### src/rtl/adc_sar_pkg.sv
// adc_sar_pkg: shared constants and FSM state type for the SAR ADC responder.
package adc_sar_pkg;
    localparam int ADC_W    = 8;
    localparam int SETTLE_W = 4;
    localparam int IDX_W    = $clog2(ADC_W);
    typedef enum logic [1:0] {S_IDLE, S_SAMPLE, S_TRIAL, S_DONE} sar_state_e;
endpackage

### src/rtl/adc_sar_step.sv
// adc_sar_step: SAR working register and bit index; forms each trial code and keeps or drops the trial bit.
module adc_sar_step
    import adc_sar_pkg::*;
(
    input  logic             clk_i,
    input  logic             rst_i,
    input  logic             load_i,
    input  logic             keep_en_i,
    input  logic             comp_i,
    output logic [ADC_W-1:0] work_o,
    output logic [ADC_W-1:0] trial_o,
    output logic             last_bit_o
);
    logic [ADC_W-1:0] work_q, work_d;
    logic [IDX_W-1:0] idx_q, idx_d;
    always_comb begin
        trial_o    = work_q | (ADC_W'(1) << idx_q);
        last_bit_o = idx_q == '0;
        work_d     = load_i ? '0 : keep_en_i ? (comp_i ? trial_o : work_q) : work_q;
        idx_d      = load_i ? IDX_W'(ADC_W - 1) : (keep_en_i && !last_bit_o) ? idx_q - 1'b1 : idx_q;
    end
    always_ff @(posedge clk_i or posedge rst_i) begin
        if (rst_i) begin
            work_q <= '0;
            idx_q  <= IDX_W'(ADC_W - 1);
        end else begin
            work_q <= work_d;
            idx_q  <= idx_d;
        end
    end
    assign work_o = work_q;
endmodule

### src/rtl/adc_sar_responder.sv
// adc_sar_responder: 8-bit SAR conversion sequencer with PMIC read bus.
// Define ADC_SAR_RESPONDER_OVERRUN_EN to add the overrun flag output.
module adc_sar_responder
    import adc_sar_pkg::*;
#(
    parameter int SETTLE_CYCLES = 2,
    parameter int DATA_W        = ADC_W
) (
    input  logic              clk,
    input  logic              reset,
    input  logic              convStart,
    input  logic              rd_cs,
    input  logic              comp_in,
    output logic              busy,
    output logic [DATA_W-1:0] adcVoltage,
    output logic              data_oe,
    output logic [DATA_W-1:0] dac_code,
    output logic              hold
`ifdef ADC_SAR_RESPONDER_OVERRUN_EN
    ,
    output logic              overrun
`endif
);
    sar_state_e        state_q, state_d;
    logic              conv_q;
    logic [SETTLE_W-1:0] cnt_q, cnt_d;
    logic [ADC_W-1:0]  result_q, result_d, work, trial;
    logic              last_bit, conv_edge, settle_done, keep_en;

    assign conv_edge   = convStart && !conv_q;
    assign settle_done = cnt_q == SETTLE_W'(SETTLE_CYCLES - 1);
    assign keep_en     = state_q == S_TRIAL && settle_done;

    adc_sar_step u_step (
        .clk_i      (clk),
        .rst_i      (reset),
        .load_i     (state_q == S_SAMPLE),
        .keep_en_i  (keep_en),
        .comp_i     (comp_in),
        .work_o     (work),
        .trial_o    (trial),
        .last_bit_o (last_bit)
    );

    always_comb begin
        state_d  = state_q;
        cnt_d    = cnt_q;
        result_d = result_q;
        case (state_q)
            S_IDLE:   state_d = conv_edge ? S_SAMPLE : S_IDLE;
            S_SAMPLE: begin
                state_d = S_TRIAL;
                cnt_d   = '0;
            end
            S_TRIAL: begin
                cnt_d   = settle_done ? '0 : cnt_q + 1'b1;
                state_d = (settle_done && last_bit) ? S_DONE : S_TRIAL;
            end
            S_DONE: begin
                state_d  = S_IDLE;
                result_d = work;
            end
            default:  state_d = S_IDLE;
        endcase
    end

    always_ff @(posedge clk or posedge reset) begin
        if (reset) begin
            state_q  <= S_IDLE;
            conv_q   <= 1'b0;
            cnt_q    <= '0;
            result_q <= '0;
        end else begin
            state_q  <= state_d;
            conv_q   <= convStart;
            cnt_q    <= cnt_d;
            result_q <= result_d;
        end
    end

    assign busy       = state_q != S_IDLE;
    assign hold       = busy;
    assign dac_code   = state_q == S_TRIAL ? trial : '0;
    assign data_oe    = !rd_cs;
    assign adcVoltage = rd_cs ? '0 : result_q;

`ifdef ADC_SAR_RESPONDER_OVERRUN_EN
    logic ovr_q;
    // A stray edge wins over a same-cycle read so it is never lost.
    always_ff @(posedge clk or posedge reset) begin
        if (reset)
            ovr_q <= 1'b0;
        else if (conv_edge && busy)
            ovr_q <= 1'b1;
        else if (!rd_cs)
            ovr_q <= 1'b0;
    end
    assign overrun = ovr_q;
`endif
endmodule

### config.mk
export PLATFORM = sky130hd
export DESIGN_NAME = adc_sar_responder
export DESIGN_NICKNAME = d
export VERILOG_FILES = /design/src/rtl/adc_sar_pkg.sv /design/src/rtl/adc_sar_step.sv /design/src/rtl/adc_sar_responder.sv
export SDC_FILE = /design/constraint.sdc
export NUM_CORES = 1
export LEC_CHECK = 0
export ABC_CLOCK_PERIOD_IN_PS = 3600
export CAP_MARGIN = 20
export CORE_MARGIN = 8
export CORE_UTILIZATION = 55
export CTS_CLUSTER_SIZE = 40
export DETAILED_ROUTE_END_ITERATION = 7
export GPL_TIMING_DRIVEN = 0
export PLACE_DENSITY = 0.94
export SLEW_MARGIN = 15
export SYNTH_ARGS = -nofsm -noshare
export SYNTH_HDL_FRONTEND = slang
export SYNTH_SLANG_ARGS = --single-unit
### constraint.sdc
create_clock -name clk -period 3.6 [get_ports clk]
set_input_delay 0.36 -clock clk [delete_from_list [all_inputs] [get_ports clk]]
set_output_delay 0.36 -clock clk [all_outputs]
set_load 0.05 [all_outputs]
Word level (Yosys, flattened, before mapping)

Index checks and enable logic that the tools add are counted.

Word-level logic and storage cells: 41
Register bits: 26
Output and inout port bits: 19

$add $sub $neg: 2
Multiplexer cells: 12
Shifts and indexed selects: 1
Bitwise gates (word level): 1
Equality and inequality tests: 4
Reductions and logical operators: 15

Operators with widths:

| operator            | number |
|---|---|
| $mux 8              | 5 |
| $reduce_bool 2->1   | 5 |
| $or 8x8->8          | 1 |
| $pmux 2 s4          | 1 |
| $pmux 4 s2          | 1 |
| $shl 1x3->8 const A | 1 |
| $mux 3              | 2 |
| $add 4x1->4 const B | 1 |
| $eq 2x2->1 const B  | 2 |
| $eq 4x1->1 const B  | 1 |
| $logic_and 1x1->1   | 4 |
| $mux 4              | 1 |
| $logic_not 1->1     | 3 |
| $logic_not 3->1     | 1 |
| $sub 3x1->3 const B | 1 |
| $eq 2x1->1 const B  | 1 |
| $logic_not 2->1     | 1 |
| $mux 1              | 2 |
| $reduce_and 2->1    | 1 |

Logic depth before layout (Yosys ltp)

Gate-level depths: netlist (run 1).

Word-level depth: 5
Mapped depth: 6
Depth with buffers taken out: 5

Cells and area by module

A second synthesis (run 1) with hierarchy kept.

Cell total of the unflattened synthesis: 134
Area, all modules: 1400.1 um^2

Modules (own cells, without submodules):

| module            | sequential area each (um^2) | times used | area an instance (um^2) | cells an instance |
|---|---|---|---|---|
| adc_sar_responder | 375.4                       | 1          | 800.8                   | 75 |
| adc_sar_step      | 279.0                       | 1          | 599.3                   | 59 |

Least setup slack after synthesis (run 1)

OpenSTA, ideal clock, no wires.

Kind: register -> output
Start: register state_q[0]
End: output port dac_code[1]
Data required time: 3240 ps
Data arrival time: 2167 ps
Slack: 1073 ps
Path buffers: 2
Cell stages (with the launch flop): 6
Path through: dfrtp_1 inv_1 ha_1 buf_4 clkbuf_1 a21boi_0

Longest elaborated chain between the ends: 2

Ends and longest elaborated chain:

| what                   | line                    | text |
|---|---|---|
| start, declared        | adc_sar_responder.sv:24 | `sar_state_e state_q, state_d;` |
| start signal, assigned | adc_sar_responder.sv:74 | `state_q <= state_d;` |
| $eq 2x2->1             | adc_sar_responder.sv:83 | `assign dac_code = state_q == S_TRIAL ? trial : '0;` |
| $mux 8                 | adc_sar_responder.sv:83 |  |
| end, declared          | adc_sar_responder.sv:17 | `output logic [DATA_W-1:0] dac_code,` |

Every way passes these cells.

Final worst setup path (run 1)

Same ends and word-level chain as after synthesis.

==> results.json, run 1 <==
{
  "outcome": "complete, no violations",
  "syn2layout_area_growth_pct": 22.4,
  "rows": 18,
  "slew_violations": 0,
  "grt_pass1_wl_um": 4950,
  "drtIter0Drc": 41,
  "dp_slack_ns": 0.889,
  "min_period_ns": 3.04,
  "cp-end-kind": "output pin",
  "insertedDiodeCount": 0,
  "wirelength_um": 2970,
  "drive_gt1_frac": 0.130,
  "cts_buffer_depth": 2,
  "cpMaxStageDelayCell": "clkdlybuf4s50_1",
  "ys_ff_latch": 26,
  "crit_chain": "inv_1 -> ha_1 -> buf_4 -> clkbuf_1 -> a21boi_0 -> clkdlybuf4s50_1",
  "synth_top_family_by_area": "simple AND/OR/NAND/NOR gates",
  "hold_path_class": "primary input to asynchronous set/reset pin",
  "grt_antenna_before_repair": 0,
  "drtPass1Iterations": 4,
  "irDropWorstVdd_mv": 0.587,
  "die_h_um": 67.1,
  "drc": 0,
  "cts_sinks": 26,
  "placement.io_buffers": 23,
  "critPathBufInv": 4,
  "synthAdderAreaFrac": 0.105,
  "avgSynthCellArea_sq_um": 10.8,
  "vias": 1070,
  "cts.clk_slew.worst_paths_ns": 0.13,
  "detail_route.wl_per_cell_um": 15.5,
  "final.setup.tns_ns": 0,
  "syn-num-nets": 150,
  "seq_area_sq_um": 654,
  "seq_area_frac_synth": 0.456,
  "max_stage_delay_ns": 0.85,
  "postCtsHoldBufs": 0,
  "skew_ns": 0.00356,
  "startpoint_type": "flop",
  "grt_overflow": 0,
  "cap_violations": 0,
  "max_freq_ghz": 0.329,
  "rsz0062_at_grt": "false",
  "post_cts_buffers": 0,
  "period_share": 0.845,
  "yosys-mux-area-fraction": 0.0697,
  "grtUsageTotal": 0.138,
  "path_delay_family": "buffers and inverters",
  "p_leak_nw": 0.762,
  "cts-root-buf": "clkbuf_4",
  "clk_latency_ns": 0.31,
  "cts_resized": 0,
  "worstSetupPathType": "flop to output pin",
  "setup_viol": 0,
  "fp.dieArea_sq_mm": 0.00450,
  "die_w_um": 67.1,
  "synthCells": 133,
  "yosys.area_share.simple": 0.180,
  "power-per-cell-area_mw_per_mm2": 876,
  "h-tree-depth": 1,
  "worst_slack_ns": 0.560,
  "hold_violations": 0,
  "routed_via_density": 5.60,
  "cts_tree": "built",
  "final_util": 0.709,
  "start_util": 0.579,
  "cts_buffers": 3,
  "crit_required_ns": 3.24,
  "grt_max_degree": 27,
  "ys_types": 33,
  "synthXorXnorAreaFrac": 0,
  "gp_congestion": 0.777,
  "dp_hpwl_um": 2280,
  "synth_area_sq_mm": 0.00144,
  "synth-compound-area-share": 0.123,
  "multi_input_area_sq_um": 684,
  "tightest_slew_ns": 0.510,
  "design.core.area_sq_mm": 0.00248,
  "maxSlewHeadroom": 0.659,
  "num_io_pins": 24,
  "fill_cells": 203,
  "grt_pass1_vias": 1121,
  "ys_warn_count": 0,
  "critPathMaxFanout": 10,
  "arrival_ns": 2.68,
  "drtAntennaViolNets": 0,
  "nets": 179
}
## kinds of logic after synthesis
logic type | Yosys count
multiplexers | 9
AND/OR/NAND/NOR | 36
adder cells (fa/ha/maj) | 12
buffers and inverters | 23
flip-flops | 26
AO/OA/AOI/OAI | 27
## cell usage after synthesis
master / number / area (sq um)
a211o_1: 1 / 8.76
a21boi_0: 3 / 22.5
a21oi_1: 4 / 20.0
a31oi_1: 1 / 6.26
a41oi_1: 1 / 8.76
buf_2: 2 / 10.0
buf_4: 2 / 15.0
clkbuf_1: 2 / 7.51
dfrtp_1: 23 / 576
dfstp_2: 3 / 78.8
ha_1: 12 / 150
inv_1: 17 / 63.8
mux2_2: 8 / 90.1
mux2i_1: 1 / 10.0
nand2_1: 1 / 3.75
nand2b_1: 6 / 37.5
nand3_1: 4 / 20.0
nand3b_1: 3 / 22.5
nand4_1: 1 / 6.26
nand4b_1: 1 / 8.76
nand4bb_4: 1 / 27.5
nor2_1: 1 / 3.75
nor2b_1: 15 / 93.8
nor3b_4: 1 / 18.8
nor4b_1: 1 / 8.76
o2111ai_1: 1 / 8.76
o21a_1: 1 / 7.51
o21ai_0: 5 / 25.0
o22ai_1: 7 / 43.8
o2bb2ai_1: 1 / 8.76
o311ai_0: 1 / 8.76
o31ai_1: 1 / 7.51
or3_1: 1 / 6.26
## final cells by class
cell class	count	share of cell area
flip-flops and latches	26	0.373
inverters	17	0.0363
clock buffers	4	0.0150
repair buffers	24	0.147
plain buffers	6	0.0185
multi-input cells	84	0.390
well taps	30	0.0214
## cells in the final DEF, fill, tap and decap left out, types with 3 or more instances in the layout
master	instances
o22ai_1	7
inv_1	17
nor2b_1	15
a21boi_0	3
nand2b_1	6
nand3b_1	3
dfstp_2	3
a21oi_1	4
dfrtp_1	23
ha_1	12
mux2_2	8
clkbuf_1	3
clkdlybuf4s50_1	23
nand3_1	4
clkbuf_4	3
o21ai_0	5
## report_power, final
part           internal (mW)  switching (mW)  leakage (nW)  total, mW
combinational          0.360           0.554         0.412      0.914
sequential             0.416          0.0848         0.335      0.501
clock                 0.0432          0.0804        0.0150      0.124
## final timing paths
check                                  from                to  slack, ns  cells past startpoint
worst min-delay path                  reset       result_q[0]       0.29                      2
min in group clk                  convStart            conv_q       0.51                      1
worst min register to register  result_q[5]       result_q[5]       0.52                      1
worst max-delay path             state_q[0]       dac_code[1]       0.56                      6
worst max register to register     cnt_q[1]  u_step.work_o[7]       1.93                      5
max in group asynchronous             reset   u_step.idx_q[1]       2.83                      3
## through the flow
stage	std cells	instance area, sq um	hold slack [ns]	power, mW
finish	191	1760	0.290	1.54
global route	191	1760	0.308	1.63
CTS	190	1730	0.506	1.54
detailed placement	186	1700	0.488	1.42
global placement	186	1700	0.482	1.37
floorplan	133	1440	0.391	1.15
## worst register-to-register path, delay by kind of cell, from the launching register on
kind | cells | cell delay (ns)
adders and majority gates | 1 | 0.25
DFF | 1 | 0.42
AOI/OAI and AO/OA | 1 | 0.22
and+or+nand+nor | 2 | 0.63
buffers and inverters | 1 | 0.08
## metal layers
| layer | up-vias | share of wire | wire (um) | global-route usage |
|---|---|---|---|---|
| met5 | - | 0 | 0 | 0 |
| met4 | 0 | 0.016 | 47 | 0.0418 |
| met3 | 8 | 0.060 | 178 | 0.0302 |
| met2 | 25 | 0.53 | 1580 | 0.270 |
| met1 | 527 | 0.39 | 1160 | 0.141 |
| li1 | 510 | - | - | - |
## registers in the layout (all words and copies together) (netlist names)
signal / flops
result_q: 8
cnt_q: 4
u_step.work_o: 8
state_q: 2
conv_q: 1
u_step.idx_q: 3
Power figures use the tool's default switching activity.
==> inputs of run 2 (changes only) <==
- ABC_CLOCK_PERIOD_IN_PS: 3600 -> 2800
- CORE_UTILIZATION: 55 -> 52
- PLACE_DENSITY: 0.94 -> 0.9
- clock period: 3.6 -> 2.8 ns (I/O delays scaled with it)
==> run 2 against run 1 <==
- setup slack worse by 0.43 ns
- core utilization down 5.5 points
- power up 28%
- clock power up 55%
- first-iteration DRC count down 44%
- largest cell class unchanged
==> results.json, run 2 (same netlist as run 1, synthesis figures left out) <==
{
  "outcome": "complete, no violations",
  "layout_commonest_cell": "dfrtp_1",
  "h-tree-depth": 1,
  "worstRegToRegCells": 5,
  "drtPass1Iterations": 4,
  "detail_route.wl_per_cell_um": 15.1,
  "rsz0062_at_grt": "false",
  "postCtsHoldBufs": 0,
  "reg2reg_from": "cnt_q[1]",
  "cts_buffer_depth": 2,
  "hold_path_class": "primary input to asynchronous set/reset pin",
  "hold_violations": 0,
  "cp-end-kind": "output pin",
  "grt_max_degree": 27,
  "nets": 179,
  "final_cell_mix": "23 x dfrtp_1, 17 x inv_1, 15 x nor2b_1, 15 x clkdlybuf4s50_1, 12 x ha_1",
  "design.core.area_sq_mm": 0.00269,
  "max_freq_ghz": 0.374,
  "die_h_um": 68.5,
  "stdcell_area_sq_mm": 0.00176,
  "grt_overflow": 0,
  "gp_congestion": 0.774,
  "drc": 0,
  "rrSetupSlack_ns": 1.17,
  "p_int_mw": 1.04,
  "placement.io_buffers": 23,
  "critPathMaxFanout": 10,
  "fp.dieArea_sq_mm": 0.00470,
  "grt_pass1_wl_um": 4730,
  "crit_required_ns": 2.52,
  "power_frac_seq": 0.323,
  "grt_pass1_vias": 1071,
  "cts-root-buf": "clkbuf_4",
  "wirelength_um": 2900,
  "reg2reg_to": "u_step.work_o[7]",
  "clk_latency_ns": 0.32,
  "drtIter0Drc": 23,
  "dp_hpwl_um": 2240,
  "startpoint_type": "flop",
  "die_w_um": 68.5,
  "final.setup.tns_ns": 0,
  "start_util": 0.534,
  "syn2layout_area_growth_pct": 22.5,
  "switching_share": 0.469,
  "grtUsageTotal": 0.131,
  "min_period_ns": 2.67,
  "power-per-cell-area_mw_per_mm2": 1120,
  "drtAntennaViolNets": 0,
  "clkPwrFrac": 0.098,
  "rows": 19,
  "insertedDiodeCount": 0,
  "slew_violations": 0,
  "cts.clk_slew.worst_paths_ns": 0.14,
  "grt_antenna_before_repair": 0,
  "cts_tree": "built",
  "cts_buffers": 3,
  "vias": 1048,
  "routed_via_density": 5.46,
  "place_area_sq_mm": 0.00170,
  "pwr-share-comb": 0.579,
  "drive_gt1_frac": 0.137,
  "irDropWorstVdd_mv": 0.744,
  "maxSlewHeadroom": 0.664,
  "period_share": 0.955,
  "worstSetupPathType": "flop to output pin",
  "cap_violations": 0,
  "p_leak_nw": 0.802,
  "setup_viol": 0,
  "cts_sinks": 26,
  "p_sw_mw": 0.924,
  "num_io_pins": 24,
  "arrival_ns": 2.39,
  "post_cts_buffers": 0,
  "skew_ns": 0.00396,
  "tightest_slew_ns": 0.502
}
[run 2: changes by cell type in the layout (fill, tap and decap cells not counted), sizes merged]
cell	before	now
dlygate4sd2	0	7
dlygate4sd1	0	1
clkdlybuf4s50	23	15
[run 2: per-stage QoR]
stage	hold WS, ns	power [mW]	std cells	worst slack (ns)	util
floorplan	0.311	1.48	133	0.353	-
global placement	0.483	1.76	187	0.301	0.634
detailed placement	0.492	1.81	187	0.201	0.634
CTS	0.410	1.97	191	0.122	0.644
global route	0.284	2.09	192	0.00262	0.654
finish	0.241	1.97	192	0.127	0.654
[run 2: area by class of cell]
class	count	area [sq um]
Fill cell	217	928
Buffer	6	32.5
Tap cell	31	38.8
Inverter	17	63.8
Multi-Input combinational cell	84	684
Clock buffer	4	36.3
Timing Repair Buffer	24	248
Sequential cell	26	654
[run 2: timing repair]
action	4_1_cts	5_1_grt
endpoints found under the setup margin	8	1
pin swaps	0	0
gates resized for setup	8	2
[run 2: metal layers]
metal	vias to the layer above	GRT usage	wire [um]
met3	7	0.0258	208
met1	500	0.139	1160
li1	513	-	-
met2	28	0.242	1470
met4	0	0.0639	56
met5	-	0	0
[run 2: power by group through the flow]
| stage | sequential, mW | combinational (mW) | clock, mW |
|---|---|---|---|
| 2_1_floorplan | 0.612 | 0.864 | 0 |
| 3_3_place_gp | 0.632 | 1.13 | 0 |
| 3_5_place_dp | 0.644 | 1.17 | 0 |
| 4_1_cts | 0.636 | 1.14 | 0.193 |
| 5_1_grt | 0.655 | 1.23 | 0.208 |
| 6_report | 0.636 | 1.14 | 0.192 |
[run 2: worst max-delay path, cell delays in order, from the launching register on]
cell and delay, ns:
dfrtp_1 0.44, inv_1 0.12, ha_1 0.17, buf_4 0.18, clkbuf_1 0.37, a21boi_0 0.24, dlygate4sd2_1 0.56
[run 2: worst max path at each step]
stage / slack, ns / from / to
global route: 0.003 / state_q[0] / dac_code[1]
detailed placement: 0.20 / state_q[0] / dac_code[1]
CTS: 0.12 / state_q[0] / dac_code[1]
global placement: 0.30 / state_q[0] / dac_code[2]
floorplan: 0.35 / state_q[0] / dac_code[1]
finish: 0.13 / state_q[0] / dac_code[2]
